--- config.mk ---
export PLATFORM = sky130hd
export DESIGN_NAME = reg_file_mp_flat
export DESIGN_NICKNAME = d
export VERILOG_FILES = /design/src/rtl/reg_file_mp_if.sv /design/src/rtl/reg_file_mp.sv /design/src/flat_wrapper.sv
export SDC_FILE = /design/constraint.sdc
export NUM_CORES = 1
export LEC_CHECK = 0
export ABC_AREA = 1
export CAP_MARGIN = 20
export CORE_UTILIZATION = 54
export DETAILED_ROUTE_END_ITERATION = 7
export MAX_ROUTING_LAYER = met4
export PLACE_DENSITY = 0.78
export SLEW_MARGIN = 25
export SYNTH_ARGS = -nofsm -noshare
export SYNTH_HDL_FRONTEND = slang
export SYNTH_SLANG_ARGS = --single-unit
--- constraint.sdc ---
create_clock -name CLK -period 1.7 [get_ports CLK]
set_input_delay 0.425 -clock CLK [delete_from_list [all_inputs] [get_ports CLK]]
set_output_delay 0.425 -clock CLK [all_outputs]
set_load 0.02 [all_outputs]
--- src/rtl/reg_file_mp_if.sv ---
`default_nettype none
// ============================================================================
// Module      : reg_file_mp_if
// Description : Operand/writeback bus between decode/execute and reg_file_mp.
// Revision    : 1.0 - initial release
// ============================================================================
interface reg_file_mp_if #(
   parameter int W  = 8,
   parameter int D  = 4,
   parameter int NR = 2
);
   logic            RegWrite;
   logic [D-1:0]    writeSrc;
   logic [W-1:0]    writeValue;
   logic            OvWrite;
   logic            Writeov;
   logic            Issue;
   logic [D-1:0]    issueDst;
   logic [NR*D-1:0] src;
   logic [NR*W-1:0] Read;
   logic [NR-1:0]   Busy;
   logic [W-1:0]    Readacc;
   logic            Readov;
   logic            AnyBusy;

   modport master (
      output RegWrite, writeSrc, writeValue, OvWrite, Writeov, Issue, issueDst, src,
      input  Read, Busy, Readacc, Readov, AnyBusy
   );

   modport slave (
      input  RegWrite, writeSrc, writeValue, OvWrite, Writeov, Issue, issueDst, src,
      output Read, Busy, Readacc, Readov, AnyBusy
   );
endinterface
`default_nettype wire

--- src/rtl/reg_file_mp.sv ---
`default_nettype none
// ============================================================================
// Module      : reg_file_mp
// Description : Multi-read-port register file with optional write bypass,
//               hardwired r0, overflow flag and per-register pending bits.
// Revision    : 1.0 - initial release
// ============================================================================
module reg_file_mp #(
   parameter int W       = 8,
   parameter int D       = 4,
   parameter int NR      = 2,
   parameter int ACC     = 0,
   parameter int ZERO_R0 = 0,
   parameter int BYPASS  = 1
) (
   input  wire logic      CLK,
   input  wire logic      Reset,
   reg_file_mp_if.slave   bus
);
   localparam int           c_NREG = 2 ** D;
   localparam bit           c_ZERO = (ZERO_R0 != 0);
   localparam bit           c_BYP  = (BYPASS != 0);
   localparam logic [D-1:0] c_ACC  = D'(ACC);

   logic [W-1:0]      r_core [c_NREG];
   logic              r_ov;
   logic [c_NREG-1:0] r_pending;

   logic              w_wr_en;
   logic              w_iss_en;
   logic [D-1:0]      w_addr;
   logic              w_zero;
   logic              w_fwd;
   logic [NR*W-1:0]   w_read;
   logic [NR-1:0]     w_busy;

   assign w_wr_en  = bus.RegWrite && !(c_ZERO && (bus.writeSrc == '0));
   assign w_iss_en = bus.Issue    && !(c_ZERO && (bus.issueDst == '0));

   // Issue is applied after the writeback clear so a same-register collision leaves it pending.
   always_ff @(posedge CLK) begin
      if (Reset) begin
         for (int k = 0; k < c_NREG; k++) begin
            r_core[k] <= '0;
         end
         r_ov      <= 1'b0;
         r_pending <= '0;
      end else begin
         if (w_wr_en) begin
            r_core[bus.writeSrc] <= bus.writeValue;
         end
         if (bus.OvWrite) begin
            r_ov <= bus.Writeov;
         end
         if (bus.RegWrite) begin
            r_pending[bus.writeSrc] <= 1'b0;
         end
         if (w_iss_en) begin
            r_pending[bus.issueDst] <= 1'b1;
         end
      end
   end

   always_comb begin
      w_read = '0;
      w_busy = '0;
      w_addr = '0;
      w_zero = 1'b0;
      w_fwd  = 1'b0;
      for (int i = 0; i < NR; i++) begin
         w_addr = bus.src[i*D +: D];
         w_zero = c_ZERO && (w_addr == '0);
         w_fwd  = c_BYP && bus.RegWrite && (bus.writeSrc == w_addr) && !w_zero;
         if (w_zero) begin
            w_read[i*W +: W] = '0;
         end else if (w_fwd) begin
            w_read[i*W +: W] = bus.writeValue;
         end else begin
            w_read[i*W +: W] = r_core[w_addr];
         end
         // A forwarded operand is by definition no longer outstanding.
         w_busy[i] = w_fwd ? 1'b0 : r_pending[w_addr];
      end
   end

   assign bus.Read    = w_read;
   assign bus.Busy    = w_busy;
   assign bus.Readacc = (c_ZERO && (c_ACC == '0)) ? '0 : r_core[c_ACC];
   assign bus.Readov  = r_ov;
   assign bus.AnyBusy = |r_pending;
endmodule
`default_nettype wire

--- src/flat_wrapper.sv ---
// flat-port wrapper written by rule: the top's interface ports become plain ports
module reg_file_mp_flat 
#(
   parameter int W       = 8,
   parameter int D       = 4,
   parameter int NR      = 2,
   parameter int ACC     = 0,
   parameter int ZERO_R0 = 0,
   parameter int BYPASS  = 1
)
  (CLK, Reset, bus_RegWrite, bus_writeSrc, bus_writeValue, bus_OvWrite, bus_Writeov, bus_Issue, bus_issueDst, bus_src, bus_Read, bus_Busy, bus_Readacc, bus_Readov, bus_AnyBusy);
  reg_file_mp_if #(.W(W), .D(D), .NR(NR)) bus_i ();
  input  wire logic CLK;
  input  wire logic Reset;
  input wire logic [$bits(bus_i.RegWrite)-1:0] bus_RegWrite;
  input wire logic [$bits(bus_i.writeSrc)-1:0] bus_writeSrc;
  input wire logic [$bits(bus_i.writeValue)-1:0] bus_writeValue;
  input wire logic [$bits(bus_i.OvWrite)-1:0] bus_OvWrite;
  input wire logic [$bits(bus_i.Writeov)-1:0] bus_Writeov;
  input wire logic [$bits(bus_i.Issue)-1:0] bus_Issue;
  input wire logic [$bits(bus_i.issueDst)-1:0] bus_issueDst;
  input wire logic [$bits(bus_i.src)-1:0] bus_src;
  output wire logic [$bits(bus_i.Read)-1:0] bus_Read;
  output wire logic [$bits(bus_i.Busy)-1:0] bus_Busy;
  output wire logic [$bits(bus_i.Readacc)-1:0] bus_Readacc;
  output wire logic [$bits(bus_i.Readov)-1:0] bus_Readov;
  output wire logic [$bits(bus_i.AnyBusy)-1:0] bus_AnyBusy;
  assign bus_i.RegWrite = bus_RegWrite;
  assign bus_i.writeSrc = bus_writeSrc;
  assign bus_i.writeValue = bus_writeValue;
  assign bus_i.OvWrite = bus_OvWrite;
  assign bus_i.Writeov = bus_Writeov;
  assign bus_i.Issue = bus_Issue;
  assign bus_i.issueDst = bus_issueDst;
  assign bus_i.src = bus_src;
  assign bus_Read = bus_i.Read;
  assign bus_Busy = bus_i.Busy;
  assign bus_Readacc = bus_i.Readacc;
  assign bus_Readov = bus_i.Readov;
  assign bus_AnyBusy = bus_i.AnyBusy;
  reg_file_mp #(.W(W), .D(D), .NR(NR), .ACC(ACC), .ZERO_R0(ZERO_R0), .BYPASS(BYPASS)) u_core (.CLK(CLK), .Reset(Reset), .bus(bus_i));
endmodule
==> flow_metrics.py, run 1 <==
metrics = {
    "logic_synthesis": {
        "synth_seq_area_share_pct": 46.7,
        "synth.largest_area_cell": "edfxtp_1",
        "synth_cell_types": 31,
        "netlist_area_sq_mm": 0.00897,
        "syn_nets": 1249,
        "ys_ff_latch": 145,
        "async_reset_ff_share_pct": 0,
        "ys_warn_count": 0,
        "synth_common_cells": "nand2_1 (358), nand3_1 (247), inv_1 (160)",
        "synthTopCellsByArea": "edfxtp_1 (43%), nand2_1 (15%), nand3_1 (14%), inv_1 (6.7%), nor2_1 (5.9%)",
        "ys.flop_type": "edfxtp_1",
        "synth_edf_count": 128,
        "synthCells": 1219,
        "synth_top_area_share_pct": 42.9,
        "yosysMostFrequentCell": "nand2_1",
        "syn_area_per_cell_sq_um": 7.36,
    },
    "setup_path": {
        "cp-start-kind": "primary input",
        "path_max_fanout": 18,
        "path_class": "primary input to output port",
        "required_ps": 1270,
        "crit_path_end_kind": "output port",
        "arrival_ps": 1730,
    },
    "layout": {
        "area_delta_synth_final_pct": 47.0,
        "final_nets": 1432,
        "n_antenna_cell": 0,
        "drive_above_1_share_pct": 42.4,
        "final_cell_area_sq_mm": 0.0132,
        "fin_util_pct": 82.1,
    },
    "floorplan": {
        "floorplan.initialDensity_pct": 55.8,
        "dieArea_sq_mm": 0.0171,
        "rows": 46,
        "die_h_um": 131,
        "coreArea_sq_mm": 0.0161,
        "die_x_um": 131,
        "ioPinCount": 58,
    },
    "clock_tree": {
        "holdBufCountCts": 0,
        "clkTransAtPathRegs_ps": 60,
        "htreeDepth": 4,
        "tritoncts": "yes",
        "numCtsBuffers": 17,
        "clock_path_buffers": 2,
        "insertion_delay_ps": 430,
        "clock_sinks": 145,
        "cts_root_buf": "clkbuf_16",
    },
    "place": {
        "place_congestion": 0.951,
        "io_buffers": 57,
        "placed_area_sq_mm": 0.0110,
        "dp_hpwl_um": 22300,
    },
    "global_routing": {
        "grt_pass1_vias": 9211,
        "antenna_found_initial": 0,
        "overflow": 0,
        "grt_util_all_layers_pct": 43.7,
        "grt_first_pass_wirelength_um": 52600,
        "grt_max_degree": 33,
    },
    "detailed_routing": {
        "dr.pass1.iters": 8,
        "drc": 11,
        "finalWirelength_um": 37300,
        "first_iter_violations": 1866,
        "vias": 10300,
        "highest_layer": "met4",
        "vias_per_cell": 6.31,
        "wirelength_met1_um": 13300,
        "met3WireLength_um": 5400,
        "drtAntennaViolNets": 0,
        "wl_per_cell_um": 22.9,
        "wl_met2_um": 16100,
    },
    "timing": {
        "relSlewSlack_pct": 76.1,
        "fin_crit_ps": 2150,
        "worst_slew_pin_slew_ps": 355,
        "rsz0062_at_grt": "yes",
        "max_freq_ghz": 0.465,
        "setup_violations": 20,
        "slew_violations": 0,
        "fin_skew_ps": 0,
        "finalCritPeriodShare_pct": 127,
        "finalWorstSetupSlack_ps": -451,
        "final_hold_viol_count": 0,
    },
    "power": {
        "p_per_area_mw_per_mm2": 795,
        "p_clk_share_pct": 35.2,
        "cell_internal_pwr_mw": 7.19,
        "p_sw_mw": 3.30,
        "netSwitchingFraction_pct": 31.5,
        "power_frac_seq_pct": 39.5,
        "combPwrFrac_pct": 25.3,
        "cellLeakagePower_nw": 5.99,
        "max-vdd-ir-drop_uv": 706,
    },
    "worst_hold_path": {
        "min_path_type": "primary input to flip-flop",
    },
    "job": {
        "maxCapViolations": 0,
    },
    "run_status": {
        "violations": "design-rule violations, negative setup slack",
        "status": "complete, but fails checks",
    },
}
final timing paths:
check,startpoint,to,slack [ps],cells after the start
max,bus_src[0],bus_Read[5],-450,11
max reg2reg,u_core.r_pending[15],u_core.r_pending[15],740,5
min,bus_Writeov,u_core.bus.Readov,540,3
min reg2reg,u_core.r_pending[4],u_core.r_pending[4],550,2
final cells by class:
cell class | count | area [sq um]
Clock buffer | 19 | 443
Clock inverter | 13 | 128
Fill cell | 920 | 2880
Inverter | 181 | 709
Multi-Input combinational cell | 828 | 4860
Sequential cell | 145 | 4200
Tap cell | 216 | 270
Timing Repair Buffer | 229 | 2570
worst max-delay path: stages:
cell and delay (ps):
buf_8 130, buf_6 140, buf_12 160, nand2_1 100, nand3_1 150, nand3_2 170
nand3_2 120, nand2_2 70, nand2_4 80, nand2_2 50, buf_6 120
logic make-up (layout without fill, tap and decap cells):
group / Yosys count / after routing / share of synthesized area (%)
AND/OR/NAND/NOR: 783 / 785 / 37.7
buffers and inverters: 248 / 442 / 12.1
flip-flops: 145 / 145 / 46.7
AO/OA/AOI/OAI: 43 / 43 / 3.56
sequential cells by signal (all words and copies together) (netlist names):
register,cells
u_core.bus.Readov,1
u_core.r_pending,16
u_core.r_core,128
repair_timing:
action                                 in CTS  in global routing
cloned                                      9                  0
setup buffers                              22                  7
endpoints found under the hold margin       0                  0
resized for setup                         347                218
pin swaps                                  88                 88
setup endpoints to repair                 212                 56
through the flow:
| stage | setup TNS [ps] | worst slack, ps | total power [mW] | hold slack [ps] | instances |
|---|---|---|---|---|---|
| floorplan | -987 | -62.6 | 5.26 | 474 | 1219 |
| global placement | -153570 | -1250 | 6.17 | 516 | 1565 |
| detailed placement | -158840 | -1240 | 6.19 | 525 | 1565 |
| CTS | -5420 | -316 | 10.1 | 515 | 1628 |
| global route | -7700 | -480 | 10.7 | 540 | 1631 |
| finish | -7120 | -451 | 10.5 | 536 | 1631 |
power by group through the flow:
stage          Combinational, mW  Sequential [mW]  Clock, mW
2_1_floorplan               1.07             4.19          0
3_3_place_gp                1.98             4.18          0
3_5_place_dp                1.99             4.20          0
4_1_cts                     2.32             4.13       3.67
5_1_grt                     2.75             4.16       3.80
6_report                    2.65             4.15       3.69
layout by cell type (no fill, tap or decap), types with 3 or more instances in the layout:
cell and count:
buf_2 5, clkinvlp_4 3, buf_16 4, nor2_1 139
nor3_1 3, dfxtp_2 10, nand2_1 290, clkbuf_2 3
clkdlybuf4s50_1 16, inv_6 6, clkbuf_16 17, buf_12 39
clkinv_4 3, buf_4 103, o22ai_1 11, nand4_1 17
inv_4 4, edfxtp_1 128, nand3_1 93, buf_6 49
a21oi_4 4, dlygate4sd2_1 3, o21ai_0 6, nand3_4 14
o211ai_1 11, nand2_4 3, inv_2 90, nand3_2 151
nor4_1 3, inv_1 84, buf_8 3, dfxtp_1 6
nand2_2 66
routing by layer:
layer  GRT usage [%]  up-vias
met2            61.3      975
li1                -     4337
met4            23.7        0
met1            57.2     4716
met5               -        -
met3            11.9      263
No activity file was read; power rests on OpenSTA's default activity.
==> run 2: changes to the inputs <==
--- a/config.mk
+++ b/config.mk
@@ -5,7 +5,7 @@
 export SDC_FILE = /design/constraint.sdc
 export NUM_CORES = 1
 export LEC_CHECK = 0
-export ABC_AREA = 1
+export ABC_AREA = 0
 export CAP_MARGIN = 20
 export CORE_UTILIZATION = 54
 export DETAILED_ROUTE_END_ITERATION = 7
==> flow_metrics.py, run 2 <==
metrics = {
    "run_status": {
        "status": "complete, but fails checks",
        "violations": "negative setup slack",
    },
    "detailed_routing": {
        "wl_per_cell_um": 26.1,
        "first_iter_violations": 654,
        "drc": 0,
        "drtAntennaViolNets": 0,
        "dr.pass1.iters": 5,
        "finalWirelength_um": 24900,
        "vias_per_cell": 6.39,
        "vias": 6075,
    },
    "timing": {
        "final_hold_viol_count": 0,
        "max_freq_ghz": 0.385,
        "setup_violations": 19,
        "finalWorstSetupSlack_ps": -894,
        "worst_slew_pin_slew_ps": 666,
        "finalCritPeriodShare_pct": 153,
        "fin_crit_ps": 2590,
        "fin_skew_ps": 0,
        "rsz0062_at_grt": "yes",
        "relSlewSlack_pct": 55.5,
        "slew_violations": 0,
    },
    "floorplan": {
        "die_x_um": 127,
        "ioPinCount": 58,
        "die_h_um": 127,
        "rows": 45,
        "coreArea_sq_mm": 0.0152,
        "dieArea_sq_mm": 0.0161,
        "floorplan.initialDensity_pct": 55.4,
    },
    "worst_hold_path": {
        "min_path_type": "flip-flop to flip-flop",
    },
    "logic_synthesis": {
        "netlist_area_sq_mm": 0.00842,
        "syn_nets": 606,
        "ys_warn_count": 0,
        "synthTopCellsByArea": "edfxtp_1 (46%), mux4_1 (16%), and2_1 (9.5%), mux2i_1 (6.1%), mux4_2 (5.9%)",
        "synth.largest_area_cell": "edfxtp_1",
        "ys_ff_latch": 145,
        "ys.flop_type": "edfxtp_1",
        "synth_seq_area_share_pct": 49.7,
        "synth_edf_count": 128,
        "async_reset_ff_share_pct": 0,
        "synth_top_area_share_pct": 45.7,
        "synth_common_cells": "and2_1 (128), edfxtp_1 (128), mux2i_1 (51)",
        "synth_cell_types": 35,
        "synthCells": 576,
        "syn_area_per_cell_sq_um": 14.6,
    },
    "setup_path": {
        "cpMostUsedCell": "mux2i_1",
        "cp_slowest_stage_delay_ps": 490,
        "path_max_fanout": 2,
        "cp-start-kind": "flip-flop",
        "crit_path_end_kind": "output port",
        "arrival_ps": 2170,
        "path_cells": "mux4_2, mux2i_1, buf_4, mux2i_1, mux2_4, buf_6",
        "crit_buf_inv": 2,
        "path_delay_family": "multiplexers",
        "required_ps": 1270,
        "cpMaxStageDelayCell": "mux4_2",
        "rrSetupSlack_ps": 860,
        "path_class": "flip-flop to output port",
    },
    "layout": {
        "final_nets": 782,
        "instances_no_fill": 951,
        "n_antenna_cell": 0,
        "largest_register_ffs": 128,
        "seq_area_sq_mm": 0.00419,
        "drive_above_1_share_pct": 41.9,
        "n_fill_cell": 923,
        "area_delta_synth_final_pct": 32.5,
        "largest-register": "u_core.r_core",
        "final_cell_mix": "and2_1 (128), edfxtp_1 (128), buf_4 (96)",
        "multi_input_area_sq_mm": 0.00398,
    },
    "power": {
        "max-vdd-ir-drop_uv": 628,
        "p_clk_share_pct": 38.8,
        "cell_internal_pwr_mw": 7.53,
        "netSwitchingFraction_pct": 24.6,
        "p_per_area_mw_per_mm2": 895,
        "p_sw_mw": 2.46,
        "power_frac_seq_pct": 42.0,
        "combPwrFrac_pct": 19.2,
        "cellLeakagePower_nw": 4.35,
    },
    "place": {
        "io_buffers": 57,
        "numPlacedInstances": 902,
        "pre_cts_ws_ps": -1400,
        "dp_hpwl_um": 16500,
        "place_congestion": 1.02,
    },
    "clock_tree": {
        "cts_root_buf": "clkbuf_16",
        "insertion_delay_ps": 430,
        "holdBufCountCts": 0,
        "clkTransAtPathRegs_ps": 60,
        "numCtsBuffers": 17,
        "htreeDepth": 4,
        "clock_path_buffers": 2,
        "clock_sinks": 145,
        "tritoncts": "yes",
    },
    "global_routing": {
        "overflow": 0,
        "grt_util_all_layers_pct": 33.4,
        "grt_first_pass_wirelength_um": 37000,
        "antenna_found_initial": 0,
        "grt_pass1_vias": 6367,
        "grt_max_degree": 22,
    },
    "job": {
        "maxCapViolations": 0,
    },
}
## run 2: changes by cell type after synthesis, sizes merged, moves of 12 or more
cell / delta
mux2: +16
mux2i: +51
nand4: -16
o22ai: -12
a21o: +12
inv: -161
nand2: -342
nor2: -125
mux4: +72
buf: -34
nand3: -252
and2: +128
## run 2: kinds of logic (layout without fill, tap and decap cells)
group | count (synthesis) | in the layout | share of synthesized area (%)
simple gates | 193 | 193 | 13.4
flops | 145 | 145 | 49.7
mux | 139 | 139 | 29.7
buf+inv | 55 | 242 | 3.49
compound gates | 36 | 36 | 2.88
xor+xnor | 8 | 8 | 0.832
## run 2: per-layer routing
layer	wire length, um	up-vias	global-route usage (%)
li1	-	2545	-
met1	8890	3037	38.7
met2	12600	393	55.5
met3	1930	100	6.33
met4	1440	0	18.1
met5	0	-	-
## run 2: worst paths after layout
kind	from	end	cells after the start
worst min-delay path	u_core.r_pending[1]	u_core.r_pending[1]	2
worst max register to register	u_core.r_pending[9]	u_core.r_pending[9]	3
worst min register to register	u_core.r_pending[1]	u_core.r_pending[1]	2
worst max-delay path	u_core.r_core[15][4]	bus_Read[4]	6
## run 2: repair_timing
action                                  in CTS  in global routing
resized for setup                          210                 28
gates cloned                                 4                  0
pin swaps                                    7                  6
buffers inserted                            11                  9
endpoints found under the setup margin     156                143
## run 2: worst reg2reg max path: cells and delay by family, from the launching register on
family	cells	cell delay [ps]
flops	1	350
buf+inv	2	170
compound gates	1	230
## run 2: metrics by stage
stage	power [mW]	setup TNS, ps	util, %	hold WS, ps	instance area [sq um]
after CTS	9.93	-14430	72.7	490	11100
after floorplan	5.18	-7140	-	453	8450
final	9.99	-14510	73.4	494	11200
after global routing	10.2	-16650	73.4	514	11200
after detailed placement	5.98	-143160	66.8	501	10200
after global placement	5.92	-135500	66.8	479	10200
## run 2: power groups by stage
stage                     Sequential [mW]  Combinational, mW  Clock [mW]
after global routing                 4.21               1.99        4.01
after global placement               4.23               1.69           0
after CTS                            4.19               1.87        3.87
after floorplan                      4.22              0.961           0
final                                4.20               1.91        3.88
after detailed placement             4.25               1.72           0
## run 2: layout make-up
| cell class | instances | area share [%] |
|---|---|---|
| Multi-Input combinational cell | 376 | 35.7 |
| Tap cell | 188 | 2.11 |
| Timing Repair Buffer | 193 | 18.6 |
| Inverter | 19 | 0.639 |
| Clock inverter | 13 | 1.53 |
| Sequential cell | 145 | 37.6 |
| Clock buffer | 17 | 3.81 |
==> run 3: changes to the inputs <==
--- a/config.mk
+++ b/config.mk
@@ -6,9 +6,10 @@
 export NUM_CORES = 1
 export LEC_CHECK = 0
 export ABC_AREA = 0
-export CAP_MARGIN = 20
+export CAP_MARGIN = 15
 export CORE_UTILIZATION = 54
 export DETAILED_ROUTE_END_ITERATION = 7
+export HOLD_SLACK_MARGIN = 0.1
 export MAX_ROUTING_LAYER = met4
 export PLACE_DENSITY = 0.78
 export SLEW_MARGIN = 25
==> results of run 3 <==
The final DEF is identical to that of run 2; final timing and power are the same.
